File: src/rtl/seven_seg_scan_driver.sv
// seven_seg_scan_driver: time-multiplexed 7-segment scan driver with dead-time gap and leading-zero blanking
module seven_seg_scan_driver #(
    parameter int NUM_DIGITS     = 4,
    parameter int CLK_DIV        = 50000,
    parameter int GAP_CYCLES     = 16,
    parameter int LZ_BLANK       = 1,
    parameter int SEG_ACTIVE_LOW = 1,
    parameter int AN_ACTIVE_LOW  = 1
) (
    input  logic                                              clk,
    input  logic                                              rst,
    input  logic                                              Enable,
    input  logic                                              Load,
    input  logic [4*NUM_DIGITS-1:0]                           Data_in,
    input  logic [NUM_DIGITS-1:0]                             Dp_in,
    input  logic [NUM_DIGITS-1:0]                             Blank_in,
    output logic [6:0]                                        Seg_out,
    output logic                                              Dp_out,
    output logic [NUM_DIGITS-1:0]                             An_out,
    output logic [(NUM_DIGITS > 1 ? $clog2(NUM_DIGITS) : 1)-1:0] Digit_idx
);
    localparam int IW   = NUM_DIGITS > 1 ? $clog2(NUM_DIGITS) : 1;
    localparam int CMAX = CLK_DIV > GAP_CYCLES ? CLK_DIV : GAP_CYCLES;
    localparam int CW   = CMAX > 1 ? $clog2(CMAX) : 1;
    localparam logic [6:0]            SEG_OFF = SEG_ACTIVE_LOW != 0 ? 7'h7f : 7'h00;
    localparam logic                  DP_OFF  = SEG_ACTIVE_LOW != 0;
    localparam logic [NUM_DIGITS-1:0] AN_OFF  = AN_ACTIVE_LOW != 0 ? '1 : '0;

    typedef enum logic {SHOW, GAP} state_t;

    state_t                  state_q, state_d;
    logic [CW-1:0]           cnt_q, cnt_d;
    logic [IW-1:0]           idx_q, idx_d, idx_nxt;
    logic [4*NUM_DIGITS-1:0] data_q;
    logic [NUM_DIGITS-1:0]   dp_q, blank_q, dark, an_hot, an_d;
    logic [6:0]              seg_q, seg_d;
    logic                    dp_out_q, dp_d;
    logic [NUM_DIGITS-1:0]   an_q;
    logic [3:0]              nib;
    logic                    cur_dark, cur_dp, zero_run, lit, last_show, last_gap;

    function automatic logic [6:0] decode(input logic [3:0] n);
        case (n)
            4'h0: decode = 7'b1000000;
            4'h1: decode = 7'b1111001;
            4'h2: decode = 7'b0100100;
            4'h3: decode = 7'b0110000;
            4'h4: decode = 7'b0011001;
            4'h5: decode = 7'b0010010;
            4'h6: decode = 7'b0000010;
            4'h7: decode = 7'b1111000;
            4'h8: decode = 7'b0000000;
            4'h9: decode = 7'b0010000;
            4'ha: decode = 7'b0001000;
            4'hb: decode = 7'b0000011;
            4'hc: decode = 7'b1000110;
            4'hd: decode = 7'b0100001;
            4'he: decode = 7'b0000110;
            default: decode = 7'b0001110;
        endcase
    endfunction

    // Dark mask (forced blank or leading zero) and the current digit's nibble/flags
    always_comb begin
        zero_run = 1'b1;
        dark     = '0;
        nib      = '0;
        cur_dark = 1'b1;
        cur_dp   = 1'b0;
        for (int i = NUM_DIGITS - 1; i >= 0; i--) begin
            zero_run = zero_run && (data_q[4*i +: 4] == 4'h0);
            dark[i]  = blank_q[i] || (LZ_BLANK != 0 && i > 0 && zero_run);
        end
        for (int i = 0; i < NUM_DIGITS; i++) begin
            if (idx_q == IW'(i)) begin
                nib      = data_q[4*i +: 4];
                cur_dark = dark[i];
                cur_dp   = dp_q[i];
            end
        end
    end

    // Next scan position and the output values for the current slot
    always_comb begin
        last_show = cnt_q == CW'(CLK_DIV - 1);
        last_gap  = cnt_q == CW'(GAP_CYCLES - 1);
        idx_nxt   = idx_q == IW'(NUM_DIGITS - 1) ? '0 : idx_q + IW'(1);
        state_d   = !Enable ? SHOW :
                    state_q == SHOW ? ((last_show && GAP_CYCLES > 0) ? GAP : SHOW) :
                    (last_gap ? SHOW : GAP);
        cnt_d     = !Enable ? '0 :
                    ((state_q == SHOW ? last_show : last_gap) ? '0 : cnt_q + CW'(1));
        idx_d     = (Enable && ((state_q == SHOW && last_show && GAP_CYCLES == 0) ||
                    (state_q == GAP && last_gap))) ? idx_nxt : idx_q;
        lit       = Enable && state_q == SHOW && !cur_dark;
        an_hot    = NUM_DIGITS'(1) << idx_q;
        an_d      = lit ? (AN_ACTIVE_LOW != 0 ? ~an_hot : an_hot) : AN_OFF;
        seg_d     = lit ? (SEG_ACTIVE_LOW != 0 ? decode(nib) : ~decode(nib)) : SEG_OFF;
        dp_d      = (lit && cur_dp) ? ~DP_OFF : DP_OFF;
    end

    // Scan FSM, shadow capture and registered pin outputs; reset overrides everything
    always_ff @(posedge clk) begin
        if (rst) begin
            state_q  <= SHOW;
            cnt_q    <= '0;
            idx_q    <= '0;
            data_q   <= '0;
            dp_q     <= '0;
            blank_q  <= '0;
            an_q     <= AN_OFF;
            seg_q    <= SEG_OFF;
            dp_out_q <= DP_OFF;
        end else begin
            state_q  <= state_d;
            cnt_q    <= cnt_d;
            idx_q    <= idx_d;
            an_q     <= an_d;
            seg_q    <= seg_d;
            dp_out_q <= dp_d;
            if (Load) begin
                data_q  <= Data_in;
                dp_q    <= Dp_in;
                blank_q <= Blank_in;
            end
        end
    end

    assign Seg_out   = seg_q;
    assign Dp_out    = dp_out_q;
    assign An_out    = an_q;
    assign Digit_idx = idx_q;
endmodule

File: config.mk
export PLATFORM = sky130hd
export DESIGN_NAME = seven_seg_scan_driver
export DESIGN_NICKNAME = d
export VERILOG_FILES = /design/src/rtl/seven_seg_scan_driver.sv
export SDC_FILE = /design/constraint.sdc
export NUM_CORES = 1
export LEC_CHECK = 0
export ABC_AREA = 1
export CAP_MARGIN = 20
export CORE_MARGIN = 5
export CORE_UTILIZATION = 50
export CTS_BUF_LIST = sky130_fd_sc_hd__clkbuf_8
export CTS_CLUSTER_DIAMETER = 200
export DETAILED_ROUTE_END_ITERATION = 12
export GPL_TIMING_DRIVEN = 0
export PLACE_DENSITY = 0.78
export REMOVE_ABC_BUFFERS = 1
export SETUP_SLACK_MARGIN = 0.3
export SKIP_LAST_GASP = 1
export SYNTH_ARGS = -nofsm -noshare
export SYNTH_HDL_FRONTEND = slang
export SYNTH_SLANG_ARGS = --single-unit
File: constraint.sdc
create_clock -name clk -period 1.8 [get_ports clk]
set_clock_uncertainty 0.15 [all_clocks]
set_input_delay 0.36 -clock clk [delete_from_list [all_inputs] [get_ports clk]]
set_output_delay 0.36 -clock clk [all_outputs]
set_load 0.01 [all_outputs]
==> impl_metrics.json <==
{
  "drv_slew": 0,
  "place_congestion": 0.932,
  "drcViolationCount": 0,
  "dp_hpwl_um": 3980,
  "rsz0062_at_grt": "true",
  "period_minus_slack_ps": 1960,
  "num_antenna_cells": 0,
  "first_pass_iters": 8,
  "nNetsFinal": 490,
  "required_ps": 1880,
  "cts_tree": "yes",
  "h-tree-depth": 2,
  "timing.hold.worst.class": "flop to flop",
  "clk_pin_slew_ps": 100,
  "grt_max_degree": 17,
  "critPathKind": "flop to flop",
  "holdPathEnd": "cnt_q[0]",
  "crit_family": "simple AND/OR/NAND/NOR gates",
  "cp.arrival_ps": 2040,
  "r2r_slack_ps": -160,
  "hold_viol": 0,
  "antenna_found_initial": 0,
  "die_y_um": 83.5,
  "hold_depth": 1,
  "synth_area_mm2": 0.00270,
  "leakagePower_uw": 0.00165,
  "area_growth_pct": 47.2,
  "synth_cells": 375,
  "drive_gt1_share_pct": 34.3,
  "finalPower_uw": 2580,
  "mostFrequentLayoutCell": "nand2_1",
  "antenna_left": 0,
  "clock_latency_ps": 320,
  "r2r_start": "Digit_idx[0]",
  "setup-violations-final": 11,
  "reg2reg_to": "Seg_out[6]",
  "worstMarginPinSlew_ps": 365,
  "coreArea_mm2": 0.00517,
  "cp-start-kind": "flop",
  "end_kind": "flop",
  "hold_start": "cnt_q[0]",
  "dpl.cell_count": 476,
  "grt_pass1_wl_um": 11500,
  "cp_num_buf_inv": 3,
  "synth.yosys.seq_area_share_pct": 40.8,
  "final_cell_mix": "63 x nand2_1, 50 x nor2_1, 43 x dfxtp_1, 28 x inv_1, 27 x o21ai_0",
  "synth_seq_cells": 55,
  "die_area_mm2": 0.00697,
  "violations": "negative setup slack",
  "relSlewSlack_pct": 75.5,
  "final_cell_count_no_fill": 522,
  "reg2reg_depth": 12,
  "cap_violations": 0,
  "pre_cts_slack_ps": -644,
  "crit_top_cell": "nand2_2",
  "ir_drop_mv": 0.392,
  "grt_use_total_pct": 19.8,
  "n_fill_cell": 330,
  "grt_pass1_vias": 2557,
  "via_per_inst": 5.52,
  "fmax_mhz": 510,
  "cts-root-buf": "clkbuf_8",
  "path_cells": "inv_4, ha_4, buf_4, a21oi_2, nand2_2, nand2_4, inv_6, ha_4, nand2_2, nand2_2, o21ai_1, nand2_1",
  "dieWidth_um": 83.5,
  "crit_fanout": 5,
  "cts.sinks": 55,
  "avgSynthCellArea_um2": 7.20,
  "cp_slowest_cell": "dfxtp_4",
  "num_vias": 2879,
  "finalCritPeriodShare_pct": 109,
  "final.setup.worst_slack_ps": -161,
  "port_buffers": 41,
  "yosysWarnings": 0,
  "synth_cell_types": 28,
  "wirelength_um": 8320,
  "num_rows": 26,
  "drt_iter0_drc": 306,
  "status": "complete, but fails checks",
  "numCtsBuffers": 5,
  "wl_per_cell_um": 15.9,
  "crit_path_max_incr_delay_ps": 410,
  "start_util_pct": 52.2,
  "boundaryPins": 42,
  "p_per_area_mw_per_mm2": 649,
  "gr-total-overflow": 0,
  "cts.path.max_buffers": 2
}
## metal layers
layer  global-route usage (%)  wire length (um)  vias up
met5                        0                 0        -
met4                     10.1               316        0
met3                     3.46               683       39
met2                     32.4              4060      184
met1                     25.0              3260     1322
li1                         -                 -     1334
## report_power, final
group	switching, uW	internal, uW
registers	27.2	1260
logic	221	194
clock network	422	451
## cell usage after synthesis (all sizes together)
cell     n  area (um2)
nand2   84         335
nor2    68         265
dfxtp   55        1100
inv     45         169
o21ai   32         160
nand3   24         135
a21oi   20         108
ha      11         138
xor2    11        96.3
nor3     7        51.3
clkbuf   6        22.5
buf      4        35.0
nand4    3        18.8
nor4     2        18.8
a21boi   1        18.8
nand3b   1        20.0
xnor2    1        8.76
## how the worst max path moves through the flow
stage                       from          to  slack [ps]  depth (start not counted)
floorplan           Digit_idx[0]  Seg_out[3]        -350                         14
global placement             rst      Dp_out        -670                          7
detailed placement           rst      Dp_out        -640                          7
CTS                 Digit_idx[0]  Seg_out[3]         -60                         14
global route        Digit_idx[0]  Seg_out[6]        -230                         12
finish              Digit_idx[0]  Seg_out[6]        -160                         12
## metrics by stage
stage	cell area, um2	hold WS, ps	TNS, ps	util, %
2_1_floorplan	2640	279	-1770	-
5_1_grt	3980	307	-1850	76.9
6_report	3980	299	-1060	76.9
4_1_cts	3700	310	-116	71.5
3_5_place_dp	3140	312	-22180	60.7
3_3_place_gp	3140	290	-21730	60.7
## repair_timing
| action | CTS | global route |
|---|---|---|
| buffers inserted | 20 | 14 |
| gates cloned | 4 | 0 |
| pin swaps | 15 | 38 |
| hold buffers | 0 | 0 |
| setup endpoints to repair | 68 | 50 |
| resized for setup | 87 | 65 |
## layout make-up
class	instances	area, um2	area share, %
well taps	70	87.6	2.20
multi-input cells	266	1720	43.3
clock inverters	2	35.0	0.881
clock buffers	6	82.6	2.08
flip-flops and latches	55	1120	28.3
repair buffers	76	709	17.8
inverters	45	201	5.07
repair inverters	2	15.0	0.378
## state kept, by name (all words and copies together), names as in the netlist
name	count
blank_q	4
cnt_q	16
dp_q	4
Dp_out	1
Seg_out	7
Digit_idx	2
state_q	1
data_q	16
An_out	4
## cell families (layout without fill, tap and decap cells)
kind of cell | Yosys count | count (layout) | share of synthesized area, %
simple gates | 189 | 190 | 31.3
flops | 55 | 55 | 40.8
buf+inv | 55 | 131 | 8.38
compound gates | 53 | 53 | 10.6
xor+xnor | 12 | 12 | 3.89
fa+ha+maj | 11 | 11 | 5.09
## worst reg2reg max path, delay by kind of cell (launching register included)
kind            cells  cell delay [ps]
simple gates        5              420
flops               1              410
fa+ha+maj           2              360
buf+inv             3              270
compound gates      2              260
Note: power is estimated with default switching activity, not from simulation.
